### config.mk
export PLATFORM = sky130hd
export DESIGN_NAME = clk_period_meter
export DESIGN_NICKNAME = d
export VERILOG_FILES = /design/src/rtl/clk_period_meter.sv
export SDC_FILE = /design/constraint.sdc
export NUM_CORES = 1
export LEC_CHECK = 0
export ABC_AREA = 1
export CORE_UTILIZATION = 60
export CTS_CLUSTER_DIAMETER = 60
export DETAILED_ROUTE_END_ITERATION = 10
export HOLD_SLACK_MARGIN = 0.12
export PLACE_DENSITY_LB_ADDON = 0.3
export SYNTH_ARGS = -nofsm -noshare
export SYNTH_HDL_FRONTEND = slang
export SYNTH_SLANG_ARGS = --single-unit
### constraint.sdc
create_clock -name clk -period 3.7 [get_ports clk]
set_input_delay 0.555 -clock clk [delete_from_list [all_inputs] [get_ports clk]]
set_output_delay 0.555 -clock clk [all_outputs]
set_load 0.02 [all_outputs]
### src/rtl/clk_period_meter.sv
// clk_period_meter: measures the period and high time of a slow, divided clock
// (clk_in) in cycles of the system clock. clk_in is synchronized, its edges are
// detected, and an IDLE/ARM/HIGH/LOW FSM runs back-to-back measurements. The
// result is held behind a valid/ready handshake. Sticky flags report dropped
// results (overrun) and counter saturation (sat). stuck reports a clk_in that
// has stopped toggling.
module clk_period_meter #(
    parameter int CNT_W   = 16,
    parameter int TIMEOUT = 1024
) (
    input  logic             clk,
    input  logic             rst,
    input  logic             clk_in,
    input  logic             en,
    output logic [CNT_W-1:0] period,
    output logic [CNT_W-1:0] high_time,
    output logic             meas_valid,
    input  logic             meas_ready,
    output logic             overrun,
    output logic             sat,
    output logic             stuck
);

    localparam int IDLE_W = $clog2(TIMEOUT + 1);
    localparam logic [CNT_W-1:0]  CNT_MAX  = {CNT_W{1'b1}};
    localparam logic [IDLE_W-1:0] IDLE_TOP = IDLE_W'(TIMEOUT);

    typedef enum logic [1:0] {IDLE, ARM, HIGH, LOW} state_t;

    state_t             state_reg, state_next;
    logic               sync1_reg, sync2_reg, edge_reg;
    logic               en_d_reg;
    logic [CNT_W-1:0]   per_cnt_reg, high_cnt_reg;
    logic [IDLE_W-1:0]  idle_cnt_reg;
    logic [CNT_W-1:0]   period_reg, high_time_reg;
    logic               valid_reg, overrun_reg, sat_reg;

    logic rise, fall;
    logic start, complete, count_per, count_high, sat_set;
    logic accept, en_rise;

    // Two-flop synchronizer plus an edge register for clk_in.
    always_ff @(posedge clk) begin
        if (rst) begin
            sync1_reg <= 1'b0;
            sync2_reg <= 1'b0;
            edge_reg  <= 1'b0;
        end else begin
            sync1_reg <= clk_in;
            sync2_reg <= sync1_reg;
            edge_reg  <= sync2_reg;
        end
    end

    assign rise    = sync2_reg & ~edge_reg;
    assign fall    = ~sync2_reg & edge_reg;
    assign stuck   = (idle_cnt_reg == IDLE_TOP);
    assign accept  = valid_reg & meas_ready;
    assign en_rise = en & ~en_d_reg;

    // FSM state register and enable history for detecting a fresh enable.
    always_ff @(posedge clk) begin
        if (rst) begin
            state_reg <= IDLE;
            en_d_reg  <= 1'b0;
        end else begin
            state_reg <= state_next;
            en_d_reg  <= en;
        end
    end

    // Next-state logic; also decides which counters advance this cycle.
    always_comb begin
        state_next = state_reg;
        start      = 1'b0;
        complete   = 1'b0;
        count_per  = 1'b0;
        count_high = 1'b0;
        if (!en) begin
            state_next = IDLE;
        end else begin
            case (state_reg)
                IDLE: state_next = ARM;
                ARM: begin
                    if (rise) begin
                        state_next = HIGH;
                        start      = 1'b1;
                    end
                end
                HIGH: begin
                    if (stuck) begin
                        state_next = ARM;
                    end else begin
                        // A rise here cannot follow a clean synchronized
                        // waveform, so it is simply not acted on.
                        count_per = 1'b1;
                        if (fall) state_next = LOW;
                        else      count_high = 1'b1;
                    end
                end
                LOW: begin
                    if (stuck) begin
                        state_next = ARM;
                    end else if (rise) begin
                        state_next = HIGH;
                        start      = 1'b1;
                        complete   = 1'b1;
                    end else begin
                        count_per = 1'b1;
                    end
                end
                default: state_next = IDLE;
            endcase
        end
    end

    assign sat_set = (count_per && per_cnt_reg == CNT_MAX) ||
                     (count_high && high_cnt_reg == CNT_MAX);

    // Period and high-time counters: restart at 1 on a measured rise and
    // hold at all-ones instead of wrapping.
    always_ff @(posedge clk) begin
        if (rst) begin
            per_cnt_reg  <= '0;
            high_cnt_reg <= '0;
        end else if (start) begin
            per_cnt_reg  <= CNT_W'(1);
            high_cnt_reg <= CNT_W'(1);
        end else begin
            if (count_per && per_cnt_reg != CNT_MAX)
                per_cnt_reg <= per_cnt_reg + 1'b1;
            if (count_high && high_cnt_reg != CNT_MAX)
                high_cnt_reg <= high_cnt_reg + 1'b1;
        end
    end

    // Idle counter: cleared by any clk_in edge, advances only while enabled.
    always_ff @(posedge clk) begin
        if (rst) begin
            idle_cnt_reg <= '0;
        end else if (rise || fall) begin
            idle_cnt_reg <= '0;
        end else if (en && idle_cnt_reg != IDLE_TOP) begin
            idle_cnt_reg <= idle_cnt_reg + 1'b1;
        end
    end

    // Held result with handshake, plus the sticky overrun and sat flags.
    always_ff @(posedge clk) begin
        if (rst) begin
            period_reg    <= '0;
            high_time_reg <= '0;
            valid_reg     <= 1'b0;
            overrun_reg   <= 1'b0;
            sat_reg       <= 1'b0;
        end else begin
            if (en_rise) begin
                overrun_reg <= 1'b0;
                sat_reg     <= 1'b0;
            end else begin
                if (sat_set)
                    sat_reg <= 1'b1;
                if (complete && valid_reg && !meas_ready)
                    overrun_reg <= 1'b1;
            end
            if (complete && (!valid_reg || accept)) begin
                period_reg    <= per_cnt_reg;
                high_time_reg <= high_cnt_reg;
                valid_reg     <= 1'b1;
            end else if (accept) begin
                valid_reg <= 1'b0;
            end
        end
    end

    assign period     = period_reg;
    assign high_time  = high_time_reg;
    assign meas_valid = valid_reg;
    assign overrun    = overrun_reg;
    assign sat        = sat_reg;

endmodule

==> results.sh <==
export IMPL_outcome="finished clean"
export IMPL_row_count=29
export IMPL_fin_hold_ws_ps=410
export IMPL_timing_setup_tns_ps=0
export IMPL_synth_avg_cell_area_um2=7.20
export IMPL_ys_warnings_count=0
export IMPL_finalCritPeriodShare_pct=69.2
export IMPL_grtUsageTotal_pct=28.1
export IMPL_dp_hpwl_mm=6.49
export IMPL_grt_max_degree=41
export IMPL_synthTopCellsByArea="dfxtp_1 (40%), nand2_1 (15%), a21oi_1 (8.8%), nand4_1 (5.7%), inv_1 (5.1%)"
export IMPL_pin_count=41
export IMPL_startpoint_type="flop"
export IMPL_clock_sinks=84
export IMPL_worst_setup_path_end_kind="output port"
export IMPL_cts_hold_buf=0
export IMPL_ys_seq_area_share_pct=40.5
export IMPL_num_antenna_cells=0
export IMPL_relSlewSlack_pct=71.5
export IMPL_gp_congestion=0.917
export IMPL_setup_violations=0
export IMPL_gr_total_overflow=0
export IMPL_drc=0
export IMPL_synth_main_ff_cell="dfxtp_1"
export IMPL_layout_drive_gt1_share_pct=7.20
export IMPL_post_synth_top_area_cell="dfxtp_1"
export IMPL_die_w_um=85.2
export IMPL_worst_skew_pair_late_latency_ps=360
export IMPL_vdd_drop_max_mv=0.288
export IMPL_grt_setup_unrepaired="no"
export IMPL_antenna_left=0
export IMPL_wl_per_cell_um=13.8
export IMPL_rr_worst_depth=10
export IMPL_maxCapViolations=0
export IMPL_via_per_inst=5.62
export IMPL_portBuffers=40
export IMPL_dpl_cell_area_um2=4510
export IMPL_final_util_pct=72.4
export IMPL_final_hold_viol_count=0
export IMPL_arrival_ps=2000
export IMPL_core_um2=6530
export IMPL_clock_root_buffer="clkbuf_8"
export IMPL_area_growth_pct=13.7
export IMPL_timing_fmax_mhz=391
export IMPL_drt_iter0_markers=263
export IMPL_postCtsSetupBuffers=0
export IMPL_antenna_found_initial=0
export IMPL_synth_edf_count=0
export IMPL_p_leak_nw=1.77
export IMPL_min_path_cells=2
export IMPL_routed_wl_mm=9.48
export IMPL_slew_violations=0
export IMPL_final_nets=617
export IMPL_cts_tree="built"
export IMPL_fin_crit_ps=2560
export IMPL_max_slew_worst_pin_slew_ps=426
export IMPL_grt_pass1_vias=3626
export IMPL_grt_first_pass_wirelength_mm=16.3
export IMPL_synth_area_um2=4160
export IMPL_vias=3867
export IMPL_dr_pass1_iters=5
export IMPL_skew_ps=6.77
export IMPL_power_density_nw_per_um2=356
export IMPL_design_area_um2=4730
export IMPL_die_area_um2=7260
export IMPL_cts_clk_slew_worst_paths_ps=80
export IMPL_cts_max_level=3
export IMPL_cts_resized=0
export IMPL_yosysUniqueCellTypes=33
export IMPL_synth_top_area_share_pct=40.5
export IMPL_numCtsBuffers=9
export IMPL_synth_cells=577
export IMPL_die_y_um=85.2
export IMPL_initial_utilization_pct=63.6
export IMPL_clockBufferDepth=2
export IMPL_ys_ff_latch=84
export IMPL_synthArstFlopShare_pct=0
export IMPL_r2r_slack_ps=1420
export IMPL_criticalPathCategory="flop to output port"
export IMPL_crit_path_max_fanout=9
export IMPL_worst_hold_path_type="flop to flop"
export IMPL_syn_nets=588
export IMPL_worstPathRequired_ps=3140
==> power by group <==
group	leakage [nW]	internal, mW	switching (mW)
Combinational	0.986	0.0147	0.0436
Sequential	0.678	0.908	0.00310
Clock	0.109	0.377	0.336
==> critical path: stages, from the launching register on <==
cell and delay, ps:
dfxtp_1 340, inv_1 120, ha_1 160, nand2_1 90, nor2_4 190, nand2_8 90, inv_1 60, clkdlybuf4s50_1 590
==> per-layer routing <==
metal	GRT usage (%)	wire, um	up-vias
met5	0	0	-
met4	10.8	196	0
met3	6.61	515	17
met2	49.6	4750	125
met1	33.1	4030	1790
li1	-	-	1935
==> cell usage in the layout, fill, tap and decap left out, types with 2 or more instances in the layout <==
cell type,count
buf_4,3
bufinv_16,2
a21oi_1,73
nand2_1,161
clkinv_2,3
nand3_1,24
ha_1,6
inv_1,56
inv_2,3
nor2_4,4
nand3b_1,3
clkbuf_8,9
dfxtp_1,84
nor2_2,4
nor3_1,6
o21ai_0,13
xor2_1,10
nand4_1,38
clkdlybuf4s50_1,40
nor2_1,41
nand2_2,2
nand3_2,3
xnor2_1,8
nor3_2,3
==> cells in the mapped netlist (2+ instances only) <==
| library cell | number |
|---|---|
| buf_2 | 6 |
| dfxtp_1 | 84 |
| nand3_1 | 24 |
| nor3_2 | 3 |
| a21oi_1 | 73 |
| nand2_1 | 161 |
| xor2_1 | 10 |
| nand3b_1 | 3 |
| nor3_1 | 6 |
| nand2_2 | 2 |
| o21ai_0 | 13 |
| clkbuf_1 | 10 |
| ha_1 | 6 |
| nor2_4 | 4 |
| inv_2 | 3 |
| nand4_1 | 38 |
| buf_6 | 8 |
| xnor2_1 | 8 |
| nand3_2 | 3 |
| nor2_2 | 4 |
| inv_1 | 56 |
| nor2_1 | 41 |
==> cell families after synthesis <==
group | after synthesis | share of synthesized area [%]
and+or+nand+nor | 296 | 33.9
AOI/OAI and AO/OA | 87 | 10.5
buffers and inverters | 86 | 9.54
DFF | 84 | 40.5
xor gates and xnor gates | 18 | 3.79
adders and majority gates | 6 | 1.81
==> per-stage QoR <==
step	power [mW]	setup slack, ps	instances
after global placement	0.987	1090	672
after detailed placement	0.990	1010	672
after global routing	1.74	1050	688
final	1.68	1140	688
after floorplan	0.977	2110	577
after CTS	1.69	1110	688
==> area by class of cell <==
type / count / area (um^2)
sequential: 84 / 1680
multi-input combinational: 407 / 2080
inverter: 61 / 231
clock inverter: 7 / 91.3
clock buffer: 9 / 124
fill: 515 / 1810
timing repair buffer: 43 / 423
tap: 77 / 96.3
==> path summary, 6_finish.rpt <==
kind	startpoint	end
worst max-delay path	idle_cnt_reg[0]	stuck
worst min-delay path	sync1_reg	sync2_reg
worst max register to register	idle_cnt_reg[0]	high_time[7]
worst min register to register	sync1_reg	sync2_reg
No activity file was read; power rests on OpenSTA's default activity.
